## src/rtl/wide_add_pkg.sv

```systemverilog
// Shared types and constants for the wide add sequencer and its slice adder.
package wide_add_pkg;

  localparam int unsigned SLICE_W = 32;

  typedef enum logic [1:0] {IDLE, RUN, DONE} wadd_state_t;

  // Width of the per-operation slice counter.
  function automatic int unsigned cnt_width(input int unsigned nslice);
    return (nslice < 2) ? 1 : $clog2(nslice);
  endfunction

endpackage

```

## src/rtl/wide_add_sequencer_ks_adder.sv

```systemverilog
// 32-bit Kogge-Stone parallel-prefix adder with carry in/out.
module wide_add_sequencer_ks_adder
  import wide_add_pkg::*;
(
  input  logic [SLICE_W-1:0] a_i,
  input  logic [SLICE_W-1:0] b_i,
  input  logic               cin_i,
  output logic [SLICE_W-1:0] s_o,
  output logic               cout_o
);

  localparam int unsigned LEVELS = $clog2(SLICE_W);

  logic [SLICE_W-1:0] carry;

  for (genvar l = 0; l <= LEVELS; l++) begin : lvl
    logic [SLICE_W-1:0] g;
    logic [SLICE_W-1:0] p;
    if (l == 0) begin : base
      // Cin is folded into bit 0's generate so the prefix tree yields carries directly
      assign g = {a_i[SLICE_W-1:1] & b_i[SLICE_W-1:1],
                  (a_i[0] & b_i[0]) | ((a_i[0] ^ b_i[0]) & cin_i)};
      assign p = a_i ^ b_i;
    end else begin : merge
      localparam int unsigned D = 1 << (l - 1);
      // Combine each (g,p) pair with the one D positions below it
      always_comb begin
        for (int unsigned i = 0; i < SLICE_W; i++) begin
          if (i >= D) begin
            g[i] = lvl[l-1].g[i] | (lvl[l-1].p[i] & lvl[l-1].g[i-D]);
            p[i] = lvl[l-1].p[i] & lvl[l-1].p[i-D];
          end else begin
            g[i] = lvl[l-1].g[i];
            p[i] = lvl[l-1].p[i];
          end
        end
      end
    end
  end

  assign carry  = {lvl[LEVELS].g[SLICE_W-2:0], cin_i};
  assign s_o    = lvl[0].p ^ carry;
  assign cout_o = lvl[LEVELS].g[SLICE_W-1];

endmodule

```

## src/rtl/wide_add_sequencer.sv

```systemverilog
// Multi-cycle wide adder: feeds one 32-bit slice per cycle through a shared
// Kogge-Stone adder, chaining carries, and returns the full-width result.
module wide_add_sequencer
  import wide_add_pkg::*;
#(
  parameter int unsigned NSLICE = 4
) (
  input  logic                        clk,
  input  logic                        rst_n,
  input  logic                        in_valid,
  output logic                        in_ready,
  input  logic [SLICE_W*NSLICE-1:0]   a,
  input  logic [SLICE_W*NSLICE-1:0]   b,
  input  logic                        cin,
  output logic                        out_valid,
  input  logic                        out_ready,
  output logic [SLICE_W*NSLICE-1:0]   sum,
  output logic                        cout,
  output logic                        ovf
);

  localparam int unsigned SLICE = SLICE_W;
  localparam int unsigned TOTAL = SLICE * NSLICE;
  localparam int unsigned CNT_W = cnt_width(NSLICE);
  localparam logic [CNT_W-1:0] LAST = CNT_W'(NSLICE - 1);

  wadd_state_t      state_q, state_d;
  logic [CNT_W-1:0] cnt_q, cnt_d;
  logic             carry_q, carry_d;
  logic [TOTAL-1:0] opa_q, opa_d;
  logic [TOTAL-1:0] opb_q, opb_d;
  logic [TOTAL-1:0] acc_q, acc_d;
  logic [TOTAL-1:0] sum_q, sum_d;
  logic             cout_q, cout_d;
  logic             ovf_q, ovf_d;
  logic             amsb_q, amsb_d;
  logic             bmsb_q, bmsb_d;

  logic [SLICE-1:0] ks_s;
  logic             ks_cout;

  wide_add_sequencer_ks_adder u_ks (
    .a_i    (opa_q[SLICE-1:0]),
    .b_i    (opb_q[SLICE-1:0]),
    .cin_i  (carry_q),
    .s_o    (ks_s),
    .cout_o (ks_cout)
  );

  assign in_ready  = (state_q == IDLE);
  assign out_valid = (state_q == DONE);
  assign sum       = sum_q;
  assign cout      = cout_q;
  assign ovf       = ovf_q;

  // Next-state and datapath update for the IDLE/RUN/DONE sequence
  always_comb begin
    state_d = state_q;
    cnt_d   = cnt_q;
    carry_d = carry_q;
    opa_d   = opa_q;
    opb_d   = opb_q;
    acc_d   = acc_q;
    sum_d   = sum_q;
    cout_d  = cout_q;
    ovf_d   = ovf_q;
    amsb_d  = amsb_q;
    bmsb_d  = bmsb_q;
    case (state_q)
      IDLE: begin
        if (in_valid) begin
          opa_d   = a;
          opb_d   = b;
          carry_d = cin;
          amsb_d  = a[TOTAL-1];
          bmsb_d  = b[TOTAL-1];
          cnt_d   = '0;
          state_d = RUN;
        end
      end
      RUN: begin
        // Slices accumulate in a separate shifter so sum/cout/ovf stay stable until completion
        acc_d   = {ks_s, acc_q[TOTAL-1:SLICE]};
        opa_d   = opa_q >> SLICE;
        opb_d   = opb_q >> SLICE;
        carry_d = ks_cout;
        cnt_d   = cnt_q + CNT_W'(1);
        if (cnt_q == LAST) begin
          sum_d   = acc_d;
          cout_d  = ks_cout;
          ovf_d   = (amsb_q == bmsb_q) && (ks_s[SLICE-1] != amsb_q);
          state_d = DONE;
        end
      end
      DONE: begin
        if (out_ready) begin
          state_d = IDLE;
        end
      end
      default: state_d = IDLE;
    endcase
  end

  // State and datapath registers with asynchronous active-low reset
  always_ff @(posedge clk or negedge rst_n) begin
    if (!rst_n) begin
      state_q <= IDLE;
      cnt_q   <= '0;
      carry_q <= 1'b0;
      opa_q   <= '0;
      opb_q   <= '0;
      acc_q   <= '0;
      sum_q   <= '0;
      cout_q  <= 1'b0;
      ovf_q   <= 1'b0;
      amsb_q  <= 1'b0;
      bmsb_q  <= 1'b0;
    end else begin
      state_q <= state_d;
      cnt_q   <= cnt_d;
      carry_q <= carry_d;
      opa_q   <= opa_d;
      opb_q   <= opb_d;
      acc_q   <= acc_d;
      sum_q   <= sum_d;
      cout_q  <= cout_d;
      ovf_q   <= ovf_d;
      amsb_q  <= amsb_d;
      bmsb_q  <= bmsb_d;
    end
  end

endmodule
```

## config.mk

```make
export PLATFORM = sky130hd
export DESIGN_NAME = wide_add_sequencer
export DESIGN_NICKNAME = d
export VERILOG_FILES = /design/src/rtl/wide_add_pkg.sv /design/src/rtl/wide_add_sequencer_ks_adder.sv /design/src/rtl/wide_add_sequencer.sv
export SDC_FILE = /design/constraint.sdc
export NUM_CORES = 1
export LEC_CHECK = 0
export BUFFER_PORTS_ARGS = -buffer_cell sky130_fd_sc_hd__buf_2
export CAP_MARGIN = 10
export CORE_MARGIN = 4
export CORE_UTILIZATION = 51
export CTS_CLUSTER_SIZE = 8
export DETAILED_ROUTE_END_ITERATION = 10
export GPL_TIMING_DRIVEN = 0
export PLACE_DENSITY = 0.77
export SETUP_SLACK_MARGIN = 0.1
export SLEW_MARGIN = 20
export SYNTH_ARGS = -nofsm -noshare
export SYNTH_HDL_FRONTEND = slang
export SYNTH_SLANG_ARGS = --single-unit
```

## constraint.sdc

```tcl
create_clock -name clk -period 2.5 [get_ports clk]
set_input_delay 0.5 -clock clk [delete_from_list [all_inputs] [get_ports clk]]
set_output_delay 0.5 -clock clk [all_outputs]
set_load 0.05 [all_outputs]
```

# [After elaboration in Yosys (flattened, before gate mapping)]
# Index checks and enable logic that the tools add are counted.
[totals] ff_bits=521 in_bits=261 out_inout_bits=132 word_cells=402
[classes] n_addsub=1 n_eq_ne=8 n_mux=12 n_bitwise=363 n_reduce_logical=7
[ops] operator="128-bit case mux with 2 select lines" count=2
[ops] operator="128-bit 2-to-1 mux" count=2
[ops] operator="1-bit bitwise AND" count=229
[ops] operator="1-bit bitwise OR" count=130
[ops] operator="32-bit bitwise XOR" count=2
[ops] operator="31-bit bitwise AND" count=1
[ops] operator="2-bit 2-to-1 mux" count=4
[ops] operator="2-bit case mux with 3 select lines" count=1
[ops] operator="2-bit AND reduction" count=3
[ops] operator="2-bit == test (second input constant)" count=2
[ops] operator="2-bit inequality test (second input constant)" count=2
[ops] operator="2-bit case mux with 2 select lines" count=1
[ops] operator="3-bit AND reduction" count=1
[ops] operator="2-bit by 1-bit adder with 2-bit output (second input constant)" count=1
[ops] operator="2-bit by 1-bit == test with 1-bit output (second input constant)" count=1
[ops] operator="2-bit logical NOT" count=1
[ops] operator="2-bit by 1-bit inequality test with 1-bit output (second input constant)" count=1
[ops] operator="1-bit case mux with 2 select lines" count=1
[ops] operator="2-bit nonzero test" count=1
[ops] operator="1-bit == test" count=1
[ops] operator="1-bit logical AND" count=1
[ops] operator="1-bit 2-to-1 mux" count=1
[ops] operator="1-bit inequality test" count=1
[ops] operator="1-bit bitwise XOR" count=1

# [Depth between registers and ports, before layout]
# Gate-level depths: netlist (run 1).
[logic_depth] ltp_word=14 mapped_depth=10 ltp_nobuf=10

# [By module]
# From an unflattened synthesis (run 1), not the netlist that was laid out.
[unflattened] hier_cells=2195 area_unflattened_um2=22113.7
[by_module_without_submodules] module="wide_add_sequencer" instances=1 cells_per_inst=1934 area_each_um2=20261.9 seq_area_each_um2=12236.7
[by_module_without_submodules] module="wide_add_sequencer_ks_adder" instances=1 cells_per_inst=261 area_each_um2=1851.8 seq_area_each_um2=0.0

# [Worst setup path after synthesis (run 1)]
# No wires, ideal clock.
[synth_timing] kind="reg2reg" from="register state_q[0]" to="register amsb_q" arrival_ns=2.491 path_slack_ns=-0.056 path_stages_with_launch=9 path_buffers=4 period_less_slack_ns=2.556 cell_sequence="dfrtp_1 nor2_1 and2_1 clkbuf_1 clkbuf_1 clkbuf_1 clkbuf_1 nand2_1 nand2_1"
[synth_between] elab_chain_cells=2
[synth_lines] element="start: declaration" line_no="wide_add_sequencer.sv:27" source="wadd_state_t state_q, state_d;"
[synth_lines] element="start signal: assignment" line_no="wide_add_sequencer.sv:119" source="state_q <= state_d;"
[synth_lines] element="2-bit logical NOT"
[synth_lines] element="net in_ready" line_no="wide_add_sequencer.sv:11" source="output logic in_ready,"
[synth_lines] element="2-bit AND reduction (no line)"
[synth_lines] element="end signal: assignment" line_no="wide_add_sequencer.sv:128" source="amsb_q <= amsb_d;"
[synth_lines] element="end: declaration" line_no="wide_add_sequencer.sv:36" source="logic amsb_q, amsb_d;"
# The timed path passes the listed nets, and every way through them passes these cells.
# A chain may end at the register's enable or synchronous reset.

# [Final worst setup path (run 1)]
[layout_timing] from="register opb_q[0]" to="register acc_q[124]"
[layout_between] elab_chain_cells=12 word_cells_on_any_way=13 classes_between="bitwise: 13"
[layout_lines] element="start: declaration" line_no="wide_add_sequencer.sv:31" source="logic [TOTAL-1:0] opb_q, opb_d;"
[layout_lines] element="start signal: assignment" line_no="wide_add_sequencer.sv:123" source="opb_q <= opb_d;"
[layout_lines] element="1-bit bitwise XOR" line_no="wide_add_sequencer_ks_adder.sv:22" source="(a_i[0] & b_i[0]) | ((a_i[0] ^ b_i[0]) & cin_i)};"
[layout_lines] element="1-bit bitwise AND" line_no="wide_add_sequencer_ks_adder.sv:22"
[layout_lines] element="1-bit bitwise OR *" line_no="wide_add_sequencer_ks_adder.sv:22"
[layout_lines] element="1-bit bitwise AND *" line_no="wide_add_sequencer_ks_adder.sv:30" source="g[i] = lvl[l-1].g[i] | (lvl[l-1].p[i] & lvl[l-1].g[i-D]);"
[layout_lines] element="1-bit bitwise OR *" line_no="wide_add_sequencer_ks_adder.sv:30"
[layout_lines] element="1-bit bitwise AND *" line_no="wide_add_sequencer_ks_adder.sv:30"
[layout_lines] element="1-bit bitwise OR *" line_no="wide_add_sequencer_ks_adder.sv:30"
[layout_lines] element="1-bit bitwise AND *" line_no="wide_add_sequencer_ks_adder.sv:30"
[layout_lines] element="1-bit bitwise OR *" line_no="wide_add_sequencer_ks_adder.sv:30"
[layout_lines] element="1-bit bitwise AND *" line_no="wide_add_sequencer_ks_adder.sv:30"
[layout_lines] element="1-bit bitwise OR *" line_no="wide_add_sequencer_ks_adder.sv:30"
[layout_lines] element="32-bit bitwise XOR *" line_no="wide_add_sequencer_ks_adder.sv:42" source="assign s_o = lvl[0].p ^ carry;"
[layout_lines] element="end signal: assignment" line_no="wide_add_sequencer.sv:112" source="acc_q <= '0;"
[layout_lines] element="end signal: assignment" line_no="wide_add_sequencer.sv:124" source="acc_q <= acc_d;"
[layout_lines] element="end: declaration" line_no="wide_add_sequencer.sv:32" source="logic [TOTAL-1:0] acc_q, acc_d;"
# Every way passes the cells marked *; elsewhere a longest branch is shown, timed or not.

==> results.txt, run 1 <==
----------------------------------------------------
[Status]
  Run status ... finished with violations
  Violated checks ... setup timing

[Route]
  TritonRoute pass-1 iters ... 7
  Final routed wire length divided by cell count ... 20.0 um
  Vias ... ~20k
  Number of antenna-violating nets in the routed design ... 0
  Number of design rule violations left after detail routing ... 0
  Total wirelength of the detailed-routed design ... roughly 72 mm
  Number of DRC markers in iteration 0 ... about 1.9k
  Average vias per placed instance ... approximately 5.6

[Clock network]
  Clock Tree Buf Depth ... 3
  H-tree levels ... 3
  Sinks on Clock Net ... between 400 and 500
  CTS tree ... done
  Clock network latency to the later pin of the worst-skew pair ... approximately 0.58 ns
  Clock tree root buffer cell ... sky130_fd_sc_hd__clkbuf_16
  Number of buffers inserted during clock tree synthesis ... between 70 and 80
  Post-CTS clock slew at the launch and capture registers of the worst setup and hold paths ... ~0.05 ns

[Power and ir drop]
  Post-layout total power ... 47.6 mW
  Largest voltage drop on the vdd net ... about 0.89 mV
  Leakage dissipation ... between 10 and 15 nW
  Pwr/cell area ... between 1500 and 2000 nW/um2

[Synth]
  Share of synthesized registers carrying an async set or reset ... 100%
  Sequential area share after synthesis ... 56.6%
  Area fraction of the dominant cell type after synthesis ... around 57%
  Mapped Nets ... 2827
  Register bit total from synthesis ... about 500
  Library cell with the largest summed area after synthesis ... sky130_fd_sc_hd__dfrtp_1
  Post-synthesis cell area ... approximately 22000 um2
  Number of different library cells in the post-synthesis netlist ... 58
  Total number of yosys warnings ... 0
  Biggest area contributors in the synthesized netlist ... sky130_fd_sc_hd__dfrtp_1 (57%), sky130_fd_sc_hd__nand2_1 (19%), sky130_fd_sc_hd__a31oi_1 (5.7%)
  Most frequently used flop master after synthesis ... sky130_fd_sc_hd__dfrtp_1
  Mean area per synthesized cell ... approximately 8.5 um2
  Number of enable flip-flop cells after synthesis ... 0
  Mapped Cells ... approximately 2.5k

[Placement]
  # port buffers ... between 300 and 400
  Area after DPL ... 24400 um2
  Post-Place Cells ... between 3k and 4k
  Detailed placement HPWL ... 54.3 mm
  GP Congestion ... roughly 1.0

[Finish]
  Most frequent cells in the layout ... sky130_fd_sc_hd__nand2_1 (1094), sky130_fd_sc_hd__dfrtp_1 (489), sky130_fd_sc_hd__buf_2 (409), sky130_fd_sc_hd__nor2_1 (214), sky130_fd_sc_hd__a31oi_1 (195)
  Growth of design area from synthesis to finish ... 25.0%
  Count of filler cells inserted in the layout ... about 3.5k
  Share of final-layout standard cells stronger than drive strength 1 ... a little over a fifth
  Final Core Density ... between 60 and 70%
  Cell area after layout ... between 20000 and 30000 um2
  Commonest non-fill, non-tap cell in the layout ... sky130_fd_sc_hd__nand2_1
  Layout net count ... 3322
  Number of standard cells in the final layout excluding fillers ... ~3.6k

[Worst setup path]
  Largest fanout on the critical path ... 3
  Reg2Reg Launch Point ... opb_q[0]
  Cells on worst reg2reg path ... 11
  Arrival time of data at the critical path endpoint ... around 3.2 ns
  Worst setup path class ... reg2reg
  Data required time of the worst path ... 2.94 ns
  CP max stage delay ... between 0.4 and 0.5 ns
  Startpoint type of the worst setup path ... flop
  R2r endpoint ... acc_q[124]
  CP Capture Type ... flop
  Register-to-register setup slack ... -0.29 ns
  CP most frequent cell ... sky130_fd_sc_hd__fa_2
  Cell-by-cell trace of the critical path ... fa_2 -> buf_4 -> inv_2 -> fa_2 -> nand2b_4 -> a2111oi_4 -> o21ai_2 -> a21bo_4 -> a31oi_4 -> o21a_1 -> o31ai_1
  Crit path max-delay cell type ... sky130_fd_sc_hd__dfrtp_1

[Hold path]
  Endpoint of the worst hold-timing path ... opa_q[117]
  Number of instances on the worst hold path ... 3
  HP Start ... a[117]
  Hold Path Class ... in2reg

[GRT]
  Global-route total usage across every layer ... about 31%
  Global-route wire length before repair ... between 100 and 150 mm
  Total gr overflow ... 0
  Number of antenna violations at the first check in global routing ... 13
  Vias in the first global route ... 20.2k
  Maximum number of pins on one net before global-route repair ... around 110

[Timing]
  Final-report setup violation count ... 44
  Relative max-transition margin ... about two fifths
  Clock Skews ... about 0.017 ns
  Post-route minimum period ... about 2.8 ns
  F_max ... 0.358 GHz
  RSZ-0062 raised after global routing ... yes
  Fraction of the cycle the final worst path needs ... 112%
  Slew @ Worst Pin ... between 0.8 and 0.9 ns
  Worst hold slack after final layout ... 0.118 ns
  Final number of hold-violating endpoints ... 0
  Max-slew violation count ... 0
  Worst Slack Setup Final ... -0.294 ns

[Floorplanning]
  Core Footprint ... around 42000 um2
  Number of ports placed on the die boundary ... 393
  Initial cell density of the core ... 51.5%
  Num rows ... 75
  Overall die width ... about 210 um
  DIE AREA ... approximately 46000 um2
  Floorplan die height ... 214 um

[Run]
  Max-cap violations ... 0

----------------------------------------------------
-- state kept, by name, summed over array words and instances (netlist names), 2 cells and up --
name,cells
sum,128
acc_q,96
state_q,2
opa_q,128
opb_q,128
cnt_q,2
-- stage by stage --
step / setup TNS [ns] / setup WS (ns)
final: -7.18 / -0.294
after global routing: -10.42 / -0.365
after CTS: -5.59 / -0.247
after detailed placement: -180.61 / -1.14
after global placement: -4320.57 / -8.56
after floorplan: 0 / 0.101
-- synth_stat cells, types with 11 or more instances --
library cell / n
sky130_fd_sc_hd__nand3_1: 13
sky130_fd_sc_hd__a31oi_1: 197
sky130_fd_sc_hd__clkbuf_1: 142
sky130_fd_sc_hd__nand2_1: 1096
sky130_fd_sc_hd__a21oi_1: 26
sky130_fd_sc_hd__dfrtp_1: 489
sky130_fd_sc_hd__xor2_1: 12
sky130_fd_sc_hd__nor3_1: 12
sky130_fd_sc_hd__inv_1: 12
sky130_fd_sc_hd__o21ai_1: 12
sky130_fd_sc_hd__nand2b_1: 15
sky130_fd_sc_hd__nor2_1: 216
sky130_fd_sc_hd__buf_2: 15
sky130_fd_sc_hd__o21ai_0: 122
sky130_fd_sc_hd__xnor2_1: 11
sky130_fd_sc_hd__ha_1: 32
-- worst max-delay path by stage --
stage	start	endpoint	slack [ns]	cells past startpoint
after floorplan	carry_q	acc_q[114]	0.10	10
after global placement	rst_n	opb_q[108]	-8.56	1
after detailed placement	state_q[0]	opa_q[96]	-1.14	8
after CTS	opb_q[0]	acc_q[120]	-0.25	11
after global routing	opb_q[0]	ovf	-0.36	11
final	opb_q[0]	acc_q[124]	-0.29	11
-- layer usage --
metal	vias up	wire length [um]	global-route usage [%]
met5	-	85	0
met4	12	3000	13.4
met3	168	6310	6.31
met2	1001	33300	50.1
met1	9646	28800	41.1
li1	9323	-	-
-- area by class of cell --
class | instances | area, um2 | share of cell area, %
sequential | 489 | 12200 | 45.3
multi-input combinational | 1865 | 9110 | 33.7
timing repair buffer | 425 | 2350 | 8.71
clock buffer | 73 | 1810 | 6.69
buffer | 163 | 708 | 2.62
tap | 539 | 674 | 2.50
clock inverter | 6 | 52.6 | 0.195
inverter | 12 | 45.0 | 0.167
antenna | 7 | 17.5 | 0.0649
-- critical path, delay by kind of cell, from the launching register on --
kind | cells | cell delay, ns
AO/OA/AOI/OAI | 6 | 1.28
adder cells (fa/ha/maj) | 2 | 0.61
flip-flops | 1 | 0.44
AND/OR/NAND/NOR | 1 | 0.16
buffers and inverters | 2 | 0.15
-- report_power, final --
group	switching [mW]	leakage (nW)	internal, mW	total (mW)
clock network	3.26	0.917	5.06	8.32
logic	16.5	6.60	8.17	24.7
registers	2.76	6.06	11.8	14.6
-- cells by family (layout without fill, tap and decap cells) --
group	after synthesis	after routing	share of synthesized area (%)
AOI/OAI and AO/OA	423	423	12.3
xor gates and xnor gates	23	23	0.933
adders and majority gates	34	34	2.04
buffers and inverters	178	679	3.18
DFF	489	489	56.6
muxes	1	1	0.0463
other	0	7	0
and+or+nand+nor	1384	1384	24.8
-- timing repair --
| item | in CTS | in global routing |
|---|---|---|
| hold buffers | 1 | 0 |
| pin swaps | 43 | 24 |
| setup endpoints to repair | 488 | 376 |
| gates resized for setup | 107 | 98 |
| buffers inserted | 22 | 9 |
| hold endpoints to repair | 78 | 0 |
No activity file was read; power rests on OpenSTA's default activity.
==> inputs of run 2 (changes only) <==
--- a/config.mk
+++ b/config.mk
@@ -5,6 +5,7 @@
 export SDC_FILE = /design/constraint.sdc
 export NUM_CORES = 1
 export LEC_CHECK = 0
+export ABC_AREA = 1
 export BUFFER_PORTS_ARGS = -buffer_cell sky130_fd_sc_hd__buf_2
 export CAP_MARGIN = 10
 export CORE_MARGIN = 4
==> run 2 against run 1 <==
Net effect: the run now ends clean; register-to-register slack gained 0.46 ns; final area is 0.63% higher; worst hold slack got worse by 0.0082 ns; power shrank 2.4%; critical path type unchanged; largest power group unchanged; highest routed layer unchanged.
==> results.txt, run 2 <==
----------------------------------------------------
[Clock network]
  Clock tree root buffer cell ... sky130_fd_sc_hd__clkbuf_16
  Clock network latency to the later pin of the worst-skew pair ... 0.60 ns
  Clock Tree Buf Depth ... 3
  H-tree levels ... 3
  Post-CTS clock slew at the launch and capture registers of the worst setup and hold paths ... 0.05 ns
  CTS tree ... done
  Number of buffers inserted during clock tree synthesis ... 71
  Sinks on Clock Net ... between 400 and 500

[Synth]
  Total number of yosys warnings ... 0
  Number of enable flip-flop cells after synthesis ... 0
  Register bit total from synthesis ... 489
  Most frequently used flop master after synthesis ... sky130_fd_sc_hd__dfrtp_1
  Fraction of the mapped netlist area in compound gates ... 15.8%
  Mapped Nets ... 2946
  Mapped Cells ... 2651
  Library cell with the largest summed area after synthesis ... sky130_fd_sc_hd__dfrtp_1
  Share of synthesized registers carrying an async set or reset ... 100%
  Share of the synthesized netlist area taken by xor and xnor gates ... less than 1%
  Adder-cell share of the synthesized area ... under 10%
  Share of cell area taken by muxes after synthesis ... 0%
  Area fraction of the dominant cell type after synthesis ... 54.9%
  Synthesized-area fraction occupied by and/or/nand/nor cells ... 18.8%
  Sequential area share after synthesis ... roughly 55%
  Library cell with the highest instance count after synthesis ... sky130_fd_sc_hd__nand2_1
  List of most frequent post-synthesis cells ... sky130_fd_sc_hd__nand2_1 (876), sky130_fd_sc_hd__dfrtp_1 (489), sky130_fd_sc_hd__o21ai_0 (480)
  Post-synthesis cell area ... approximately 22000 um2
  Number of different library cells in the post-synthesis netlist ... 37
  Dominant combinational cell family by area after synthesis ... simple AND/OR/NAND/NOR gates
  Mean area per synthesized cell ... about 8.4 um2
  Biggest area contributors in the synthesized netlist ... sky130_fd_sc_hd__dfrtp_1 (55%), sky130_fd_sc_hd__nand2_1 (15%), sky130_fd_sc_hd__o21ai_0 (11%)

[GRT]
  Global-route wire length before repair ... ~110 mm
  Maximum number of pins on one net before global-route repair ... between 100 and 150
  Total gr overflow ... 0
  Number of antenna violations at the first check in global routing ... 9
  Global-route total usage across every layer ... between 30 and 40%
  Vias in the first global route ... around 20k

[Timing]
  Fraction of the cycle the final worst path needs ... between 90% and 100%
  RSZ-0062 raised after global routing ... yes
  Worst hold slack after final layout ... 0.110 ns
  Final-report setup violation count ... 0
  Post-route minimum period ... about 2.3 ns
  Final number of hold-violating endpoints ... 0
  Clock Skews ... between 0.02 and 0.03 ns
  F_max ... 0.429 GHz
  Max-slew violation count ... 0
  Slew @ Worst Pin ... between 0.6 and 0.7 ns
  Relative max-transition margin ... between 50% and 60%

[Placement]
  Area after DPL ... around 25000 um2
  Detailed placement HPWL ... about 56 mm
  GP Congestion ... 0.947
  # port buffers ... approximately 390

[Power and ir drop]
  Pwr/cell area ... 1710 nW/um2
  Leakage dissipation ... ~14 nW
  Post-layout total power ... roughly 46 mW
  Largest voltage drop on the vdd net ... about 0.72 mV

[Finish]
  Growth of design area from synthesis to finish ... 21.9%
  Layout net count ... ~3.4k
  Final Core Density ... about 63%
  Count of filler cells inserted in the layout ... approximately 3.7k
  Cell area after layout ... around 27000 um2
  Commonest non-fill, non-tap cell in the layout ... sky130_fd_sc_hd__nand2_1
  Share of final-layout standard cells stronger than drive strength 1 ... a little over a fifth
  Most frequent cells in the layout ... sky130_fd_sc_hd__nand2_1 (873), sky130_fd_sc_hd__dfrtp_1 (489), sky130_fd_sc_hd__o21ai_0 (479), sky130_fd_sc_hd__buf_2 (472), sky130_fd_sc_hd__inv_1 (285)

[Worst setup path]
  Worst setup path class ... reg2reg
  Arrival time of data at the critical path endpoint ... 2.76 ns
  CP max stage delay ... around 0.44 ns
  Cell-by-cell trace of the critical path ... fa_2 -> inv_2 -> fa_2 -> inv_1 -> nand3_1 -> nand2_2 -> nand2_1 -> nand3_2 -> nand2_1 -> nand2_2 -> buf_4 -> xnor2_4 -> o21ai_0
  Startpoint type of the worst setup path ... flop
  Largest fanout on the critical path ... 4
  Data required time of the worst path ... slightly below 3 ns
  Crit path max-delay cell type ... sky130_fd_sc_hd__fa_2
  CP Capture Type ... flop

[Floorplanning]
  Num rows ... 76
  Number of ports placed on the die boundary ... ~400
  Overall die width ... ~220 um
  Initial cell density of the core ... 51.6%
  DIE AREA ... about 47000 um2
  Core Footprint ... 43200 um2
  Floorplan die height ... between 200 and 250 um

[Status]
  Run status ... finished clean

[Route]
  Number of DRC markers in iteration 0 ... between 1.5k and 2k
  Average vias per placed instance ... around 5.4
  Total wirelength of the detailed-routed design ... approximately 73 mm
  TritonRoute pass-1 iters ... 5
  Vias ... approximately 20k
  Number of design rule violations left after detail routing ... 0
  Number of antenna-violating nets in the routed design ... 0
  Final routed wire length divided by cell count ... 19.6 um

[Run]
  Max-cap violations ... 0

[Hold path]
  Hold Path Class ... in2reg

----------------------------------------------------
[run 2: cell count changes after synthesis, sizes merged, moves of 10 or more]
cell    before  now
nand2b      15    0
a21oi       26   45
inv         12  291
o221a        0   62
clkbuf     142   55
nand3       13   51
nand2     1096  888
o21ai      134  493
buf         24   91
a31oi      198    0
nor2       216  100
a21o        10    0
[run 2: final cells by class]
type / count / area, um2 / area share, %
Timing Repair Buffer: 404 / 2160 / 7.97
Multi-Input combinational cell: 1725 / 8380 / 30.8
Sequential cell: 489 / 12200 / 45.0
Antenna cell: 3 / 7.51 / 0.0276
Clock inverter: 8 / 95.1 / 0.350
Buffer: 146 / 676 / 2.49
Clock buffer: 72 / 1790 / 6.59
Tap cell: 585 / 732 / 2.69
Inverter: 291 / 1090 / 4.02
[run 2: worst paths after layout]
kind	start	slack [ns]	end	cells after the start
setup / recovery	opa_q[0]	0.17	sum[108]	13
setup reg to reg	opa_q[0]	0.17	sum[108]	13
hold / removal	b[99]	0.11	opb_q[99]	3
min in group asynchronous	rst_n	0.43	sum[9]	2
max in group asynchronous	rst_n	0.78	opb_q[77]	4
hold reg to reg	acc_q[33]	0.46	sum[1]	2
[run 2: worst max-delay path, delay by kind of cell, from the launching register on]
kind                       cells  cell delay [ns]
xor gates and xnor gates       1             0.16
buffers and inverters          3             0.32
AOI/OAI and AO/OA              1             0.11
and+or+nand+nor                6             0.53
adders and majority gates      2             0.65
DFF                            1             0.40
[run 2: report_power, final]
group          internal, mW  total, mW  switching [mW]
Sequential             11.7       14.0            2.29
Clock                  5.06       8.42            3.36
Combinational          7.27       24.0            16.8
[run 2: metal layers]
metal  vias up  GRT usage (%)  share of wire (%)
met3       138           5.77                7.2
met5         -              0               0.12
li1       9437              -                  -
met4        12           11.1                3.5
met1      9628           39.2                 41
met2       834           52.4                 48
[run 2: cells by family after synthesis]
family | Yosys count
fa+ha+maj | 34
simple gates | 1064
buf+inv | 437
compound gates | 612
flops | 489
xor+xnor | 15
[run 2: per-stage QoR]
step | instances | worst slack [ns] | setup TNS, ns
after global placement | 3628 | -8.49 | -4106.25
final | 3723 | 0.168 | 0
after global routing | 3720 | 0.0488 | 0
after CTS | 3714 | 0.111 | 0
after floorplan | 2651 | 0.395 | 0
after detailed placement | 3633 | -0.0231 | -0.0630
[run 2: repair_timing]
action                     CTS  global route
hold endpoints to repair    50             0
buffers inserted             0             6
hold buffers                 1             0
pin swaps                    1             4
gates resized for setup      8            13
setup endpoints to repair   14            20
